===== config.mk =====
export PLATFORM = sky130hd
export DESIGN_NAME = rr_arbiter
export DESIGN_NICKNAME = d
export VERILOG_FILES = /design/src/rtl/rr_arbiter.sv
export SDC_FILE = /design/constraint.sdc
export NUM_CORES = 1
export LEC_CHECK = 0
export BUFFER_PORTS_ARGS = -buffer_cell sky130_fd_sc_hd__buf_4
export CORE_MARGIN = 2
export CORE_UTILIZATION = 48
export DETAILED_ROUTE_END_ITERATION = 10
export PLACE_DENSITY = 0.79
export SYNTH_ARGS = -nofsm -noshare
export SYNTH_HDL_FRONTEND = slang
export SYNTH_SLANG_ARGS = --single-unit

===== constraint.sdc =====
create_clock -name clk -period 2.1 [get_ports clk]
set_clock_uncertainty 0.15 [all_clocks]
set_input_delay 0.315 -clock clk [delete_from_list [all_inputs] [get_ports clk]]
set_output_delay 0.315 -clock clk [all_outputs]
set_load 0.02 [all_outputs]

===== src/rtl/rr_arbiter.sv =====
// Round-robin arbiter with a rotating priority mask, registered grant and an optional
// hold limit that forces the holder off the resource when others are waiting.
module rr_arbiter #(
  parameter int unsigned  WIDTH          = 8,
  parameter int unsigned  IMPLEMENTATION = 0,
  parameter int unsigned  HOLD_MAX       = 0,
  localparam int unsigned WIDTH_LOG      = $clog2(WIDTH)
) (
  input  logic                 clk,
  input  logic                 rst,
  input  logic [WIDTH-1:0]     req,
  output logic [WIDTH-1:0]     gnt,
  output logic                 gnt_vld,
  output logic [WIDTH_LOG-1:0] gnt_idx
);

  localparam int unsigned CntW = (HOLD_MAX > 0) ? $clog2(HOLD_MAX + 1) : 1;
  localparam logic [CntW-1:0] CntLast = CntW'(HOLD_MAX - 1);

  if (IMPLEMENTATION > 2) begin : g_bad_impl
    $fatal(1, "rr_arbiter: unsupported IMPLEMENTATION %0d", IMPLEMENTATION);
  end
  if (WIDTH < 2) begin : g_bad_width
    $fatal(1, "rr_arbiter: WIDTH must be at least 2");
  end

  // Isolate the lowest set bit; the three styles are functionally identical.
  function automatic logic [WIDTH-1:0] lsb_onehot(input logic [WIDTH-1:0] c);
    logic [WIDTH-1:0] oh;
    logic [WIDTH-1:0] t;
    logic             found;
    oh    = '0;
    t     = c;
    found = 1'b0;
    if (IMPLEMENTATION == 1) begin
      for (int i = 0; i < WIDTH; i++) begin
        if (c[i] && !found) begin
          oh[i] = 1'b1;
          found = 1'b1;
        end
      end
    end else if (IMPLEMENTATION == 2) begin
      // Prefix-OR upward, then keep only the bit with nothing set below it.
      for (int unsigned k = 1; k < WIDTH; k = k * 2) begin
        t = t | (t << k);
      end
      oh = c & ~(t << 1);
    end else begin
      oh = c & (~c + WIDTH'(1));
    end
    return oh;
  endfunction

  function automatic logic [WIDTH_LOG-1:0] oh_to_idx(input logic [WIDTH-1:0] oh);
    logic [WIDTH_LOG-1:0] idx;
    idx = '0;
    for (int i = 0; i < WIDTH; i++) begin
      if (oh[i]) idx = idx | WIDTH_LOG'(i);
    end
    return idx;
  endfunction

  logic [WIDTH-1:0] msk_q;
  logic [CntW-1:0]  cnt_q;

  logic             holder_req;
  logic             preempt;
  logic             load;
  logic [WIDTH-1:0] others;
  logic [WIDTH-1:0] cand;
  logic [WIDTH-1:0] masked;
  logic [WIDTH-1:0] win;

  always_comb begin
    holder_req = gnt_vld && req[gnt_idx];
    others     = req & ~gnt;
    preempt    = (HOLD_MAX > 0) && holder_req && (cnt_q == CntLast) && (|others);
    load       = !holder_req || preempt;
    cand       = preempt ? others : req;
    masked     = cand & msk_q;
    win        = (|masked) ? lsb_onehot(masked) : lsb_onehot(cand);
  end

  always_ff @(posedge clk) begin
    if (rst) begin
      gnt     <= '0;
      gnt_vld <= 1'b0;
      gnt_idx <= '0;
      msk_q   <= '0;
      cnt_q   <= '0;
    end else if (load) begin
      gnt     <= win;
      gnt_vld <= |win;
      gnt_idx <= oh_to_idx(win);
      cnt_q   <= '0;
      // Mask keeps only bits above the winner; an empty result leaves fairness state alone.
      if (|win) msk_q <= ~(win | (win - WIDTH'(1)));
    end else if ((HOLD_MAX > 0) && (cnt_q != CntLast)) begin
      cnt_q <= cnt_q + CntW'(1);
    end
  end

endmodule


* Word-level counts from Yosys, hierarchy flattened *
Index checks and enable logic that the tools add are counted.

storage, ports and cells
  bits of input ports = 10
  latch bits = 0
  RAM bits = 0
  flip-flop bits (word level) = 20
  memory bits (read-only) = 0
  memories kept = 0

operators by class
  multipliers = 0
  div/mod/pow operators = 0
  equal/unequal tests = 0
  mux-type cells = 10
  add/subtract/negate cells = 3
  bitwise operators = 8
  shift-type cells = 0
  order comparisons = 1
  reduce and logical (&&, ||, !) cells = 4

operators with widths
  cell                                                 number
  AND 8 bit                                            3
  NOT 8 bit                                            3
  adder 8 x 1 -> 8 bit (second input constant)         2
  OR reduction 8 bit                                   2
  two-way mux 3 bit                                    4
  two-way mux 8 bit                                    1
  OR 8 bit                                             1
  subtractor 8 x 1 -> 8 bit (second input constant)    1
  < comparator 3 x 4 -> 1 bit (second input constant)  1
  two-way mux 2 bit                                    2
  binary-select mux 1 bit (select 3 bit)               1
  two-way mux 1 bit                                    2
  AND reduction 2 bit                                  1
  logical AND 1 bit                                    1
  NOT 1 bit                                            1

* Depth between registers and ports, before layout *
  word-level depth = 12
  mapped depth = 6
  mapped depth without buffers = 6

* Worst setup path before layout *
OpenSTA, ideal clock, no wires.

  kind = reg2reg
  start = register gnt_idx[0]
  end = register gnt_idx[0]
  period minus slack after synthesis = 2.284 ns
  cell stages (with the launch flop) = 6
  arrival time = 2.016 ns
  setup slack = -0.184 ns
  path buffers = 0
  data required time = 1.831 ns
  path through = dfxtp_1 > mux4_1 > nor2_2 > a211oi_2 > or4_1 > o221a_1

between the ends
  longest elaborated chain between the ends = 3

RTL lines
  element                                  RTL line  RTL
  from (decl)                              14        output logic [WIDTH_LOG-1:0] gnt_idx
  from (signal assigned)                   94        gnt_idx <= oh_to_idx(win);
  binary-select mux 1 bit (select 3 bit)   75        holder_req = gnt_vld && req[gnt_idx];
  two-way mux 1 bit (not written as such)  75
  logical AND 1 bit                        75

No other way between the ends. The select of a mux whose other input is x is not followed.
A chain may end at the register's enable or synchronous reset.

* Worst setup path in the final report *
Same ends and word-level chain as after synthesis.

==> impl_summary.txt <==
----------------------------------------------------
[Timing]
  Count of endpoints failing hold in the final timing report ... 0
  Worst max-slew margin expressed relative to the limit ... 74.1%
  Setup repair after global routing missed its margin ... false
  Final hold slack ... 155 ps
  Finish-stage setup viols ... 0
  Min Tclk post-route ... 2050 ps
  Transition at the pin with the smallest max-transition slack ... 388 ps
  Max Freq ... 0.488 GHz
  Ratio of final minimum period to clock period ... 97.6%
  Number of slew-limit violations in the final report ... 0
  Total negative slack for setup checks ... 0 ps

[Final layout]
  Utilization after layout ... 71.1%
  Layout Nets ... 193
  Layout cell share with drive strength beyond 1 ... 40.1%
  Final instance area ... 0.00156 sq mm
  Antenna cells ... 0
  Final Non-Filler Cells ... 210
  Synth-to-Final Area Change ... 42.3%

[Synthesis]
  YS warnings ... 0
  Simple-gate portion of the synthesized area ... 27.2%
  Mapped Avg Cell Area ... 8.23 sq um
  Arithmetic-cell share of the synthesized area counting full adders, half adders and majority gates ... 0%
  Gate count of the mapped netlist ... 133
  Net count after synthesis ... 143
  Count of flip-flops with a built-in enable after synthesis ... 0
  Sequential fraction of the synthesis area ... 34.7%
  Cell Area, Synth ... 0.00109 sq mm
  Total of flip-flops plus latches after synthesis ... 19
  Fraction of synthesized area in multiplexers ... 4.46%
  Post-synthesis cell type count ... 44
  Dominant synthesized flop cell ... dfxtp_1
  Share of the synthesized area in compound gates (AO/OA/AOI/OAI) ... 31.3%
  Largest family of logic cells by synthesized area ... compound AO/OA/AOI/OAI gates
  Xor and xnor fraction of the mapped netlist area ... 0%
  Ys async rst share ... 0%

[Detailed routing]
  Routed length per placed instance ... 15.3 um
  Vias after detailed routing ... 1242
  Remaining DRCs ... 0
  DRC marker count from the first detailed-route iteration ... 50
  Total wire length after detailed routing ... 3210 um
  Iteration count of the initial detailed-routing pass ... 4
  Vias per std cell ... 5.91
  Number of antenna-violating nets in the routed design ... 0

[Global route]
  Initial antenna violation count ... 0
  Maximum number of pins on one net before global-route repair ... 18
  Number of global-route vias before repair ... 1152
  Wire length of the first global-routing pass ... 5230 um
  Leftover overflow at the end of global routing ... 0
  Overall global routing resource usage ... 26.0%

[Min path]
  Hold Path Cell Cnt ... 2
  Startpoint of the lowest-slack hold path ... rst
  Worst min path class ... primary input to flop
  Hold path endpoint ... msk_q[3]

[Worst setup path]
  Standard cell with the maximum stage delay on the critical path ... mux4_2
  R2R Path Start ... gnt_idx[0]
  Crit-path max cell delay ... 540 ps
  Crit. End Element ... flop
  Endpoint of the lowest-slack register-to-register path ... gnt_idx[0]
  CP startpoint kind ... flop
  Critical path peak fanout ... 7
  Length in cells of the worst reg-to-reg path ... 5
  Register-to-register setup slack ... 50 ps
  Cell-by-cell listing of the critical path ... mux4_2 > nor2_4 > a211oi_2 > or4_1 > o221a_1
  Category of the most critical setup path ... flop to flop
  Worst path required time ... 2150 ps
  Data arrival time of the critical path ... 2090 ps

[Floorplanning]
  Effective utilization at floorplan ... 50.0%
  Die X-Extent ... 51.8 um
  Die Outline Area ... 0.00268 sq mm
  Placeable core region ... 0.00219 sq mm
  Cell Rows ... 17
  Count of boundary I/O pins ... 22
  Y dimension of the die ... 51.8 um

[Pwr]
  P_sw ... 0.982 mW
  Switching Share ... 43.2%
  Leak Pwr ... 0.647 nW
  Power density over the cells ... 1460 mW/mm^2
  Highest ir drop seen on vdd ... 0.932 mV
  Fraction of power consumed by the clock network ... 8.1%
  Internal power component ... 1.29 mW
  Seq pwr share ... 26.3%
  Comb power frac ... 65.6%

[Clocking]
  TritonCTS clock tree ... yes
  Clock Pin Slew Worst Setup and Hold Paths ... 100 ps
  CTS root buffer ... clkbuf_4
  Sink Count ... 19
  Clock insertion delay at the later pin of the skew report ... 300 ps
  Hold-fix buffers at CTS ... 0
  CTS Buffer Depth ... 2
  H-Tree Level Count ... 1
  Cts bufs inserted ... 3

[Job]
  Number of max-cap violations ... 0

[Placement]
  Post-placement cell area ... 0.00147 sq mm
  Number of cells in the design after placement ... 203
  PortBufs ... 21
  Detailed placement HPWL ... 2450 um
  Gp weighted congestion ... 0.912

[Status]
  Status ... complete, no violations

----------------------------------------------------
flip-flops by register name, summed over array words and instances, names as in the netlist:
register and count:
gnt_vld 1, gnt 8, msk_q 7, gnt_idx 3
power by group through the flow:
stage	sequential (mW)	clock, mW	combinational [mW]
after floorplan	0.675	0	0.741
after global placement	0.591	0	1.34
after detailed placement	0.601	0	1.38
after CTS	0.594	0.182	1.45
after global routing	0.612	0.196	1.62
final	0.598	0.183	1.49
layer usage:
metal  vias up  GRT usage (%)  part of all wire, %
li1        605              -                    -
met1       585           32.3                   45
met2        43           44.2                   49
met3         9           3.16                  3.6
met4         0           12.7                  2.3
met5         -              0                    0
final cells by class:
class	count	area [sq um]
Fill cell	177	633
Sequential cell	19	389
Inverter	2	7.51
Multi-Input combinational cell	108	719
Clock buffer	4	26.3
Timing Repair Buffer	49	380
Tap cell	28	35.0
worst max-delay path by stage:
stage | from | endpoint | slack (ps)
after floorplan | gnt_idx[0] | gnt_idx[0] | 30
final | gnt_idx[0] | gnt_idx[0] | 50
after CTS | msk_q[4] | msk_q[5] | 7
after global routing | gnt_idx[0] | gnt_idx[0] | 5
after global placement | req[4] | msk_q[6] | -70
after detailed placement | req[4] | msk_q[2] | -150
placed cells by master, fill, tap and decap left out, drive strengths merged, types with 4 or more instances in the layout:
| master | count |
|---|---|
| a211oi | 7 |
| a21oi | 13 |
| a22oi | 4 |
| a31oi | 4 |
| buf | 49 |
| clkbuf | 4 |
| dfxtp | 19 |
| nand2 | 27 |
| nand3 | 6 |
| nor2 | 9 |
| nor3 | 4 |
| o21ai | 6 |
stage by stage:
| stage | setup WS [ps] | total power, mW |
|---|---|---|
| floorplan | 25.5 | 1.42 |
| detailed placement | -154 | 1.98 |
| global placement | -68.8 | 1.93 |
| global route | 5.11 | 2.43 |
| finish | 50.4 | 2.27 |
| CTS | 7.33 | 2.23 |
timing repair:
| action | 4_1_cts | 5_1_grt |
|---|---|---|
| setup endpoints to repair | 6 | 9 |
| setup buffers | 2 | 1 |
| pin swaps | 4 | 1 |
| hold endpoints to repair | 0 | 0 |
| resized for setup | 6 | 6 |
kinds of logic (layout without fill, tap and decap cells):
group                  after synthesis  after routing
AO/OA/AOI/OAI                       47             47
buffers and inverters                6             55
flip-flops                          19             19
multiplexers                         3              3
AND/OR/NAND/NOR                     58             58
cells in the mapped netlist, drive strengths merged (4+ instances only):
cell | n | area share (%)
a211oi | 7 | 5.3
a21oi | 13 | 5.9
a22oi | 4 | 3.2
a31oi | 4 | 2.9
dfxtp | 19 | 35
nand2 | 27 | 9.3
nand3 | 6 | 2.7
nor2 | 9 | 3.3
nor3 | 4 | 2.9
o21ai | 6 | 3.1
critical path, delay by kind of cell, from the launching register on:
family,cells,cell delay (ps)
flops,1,400
compound gates,2,270
mux,1,540
simple gates,2,590
No activity file was read; power rests on OpenSTA's default activity.
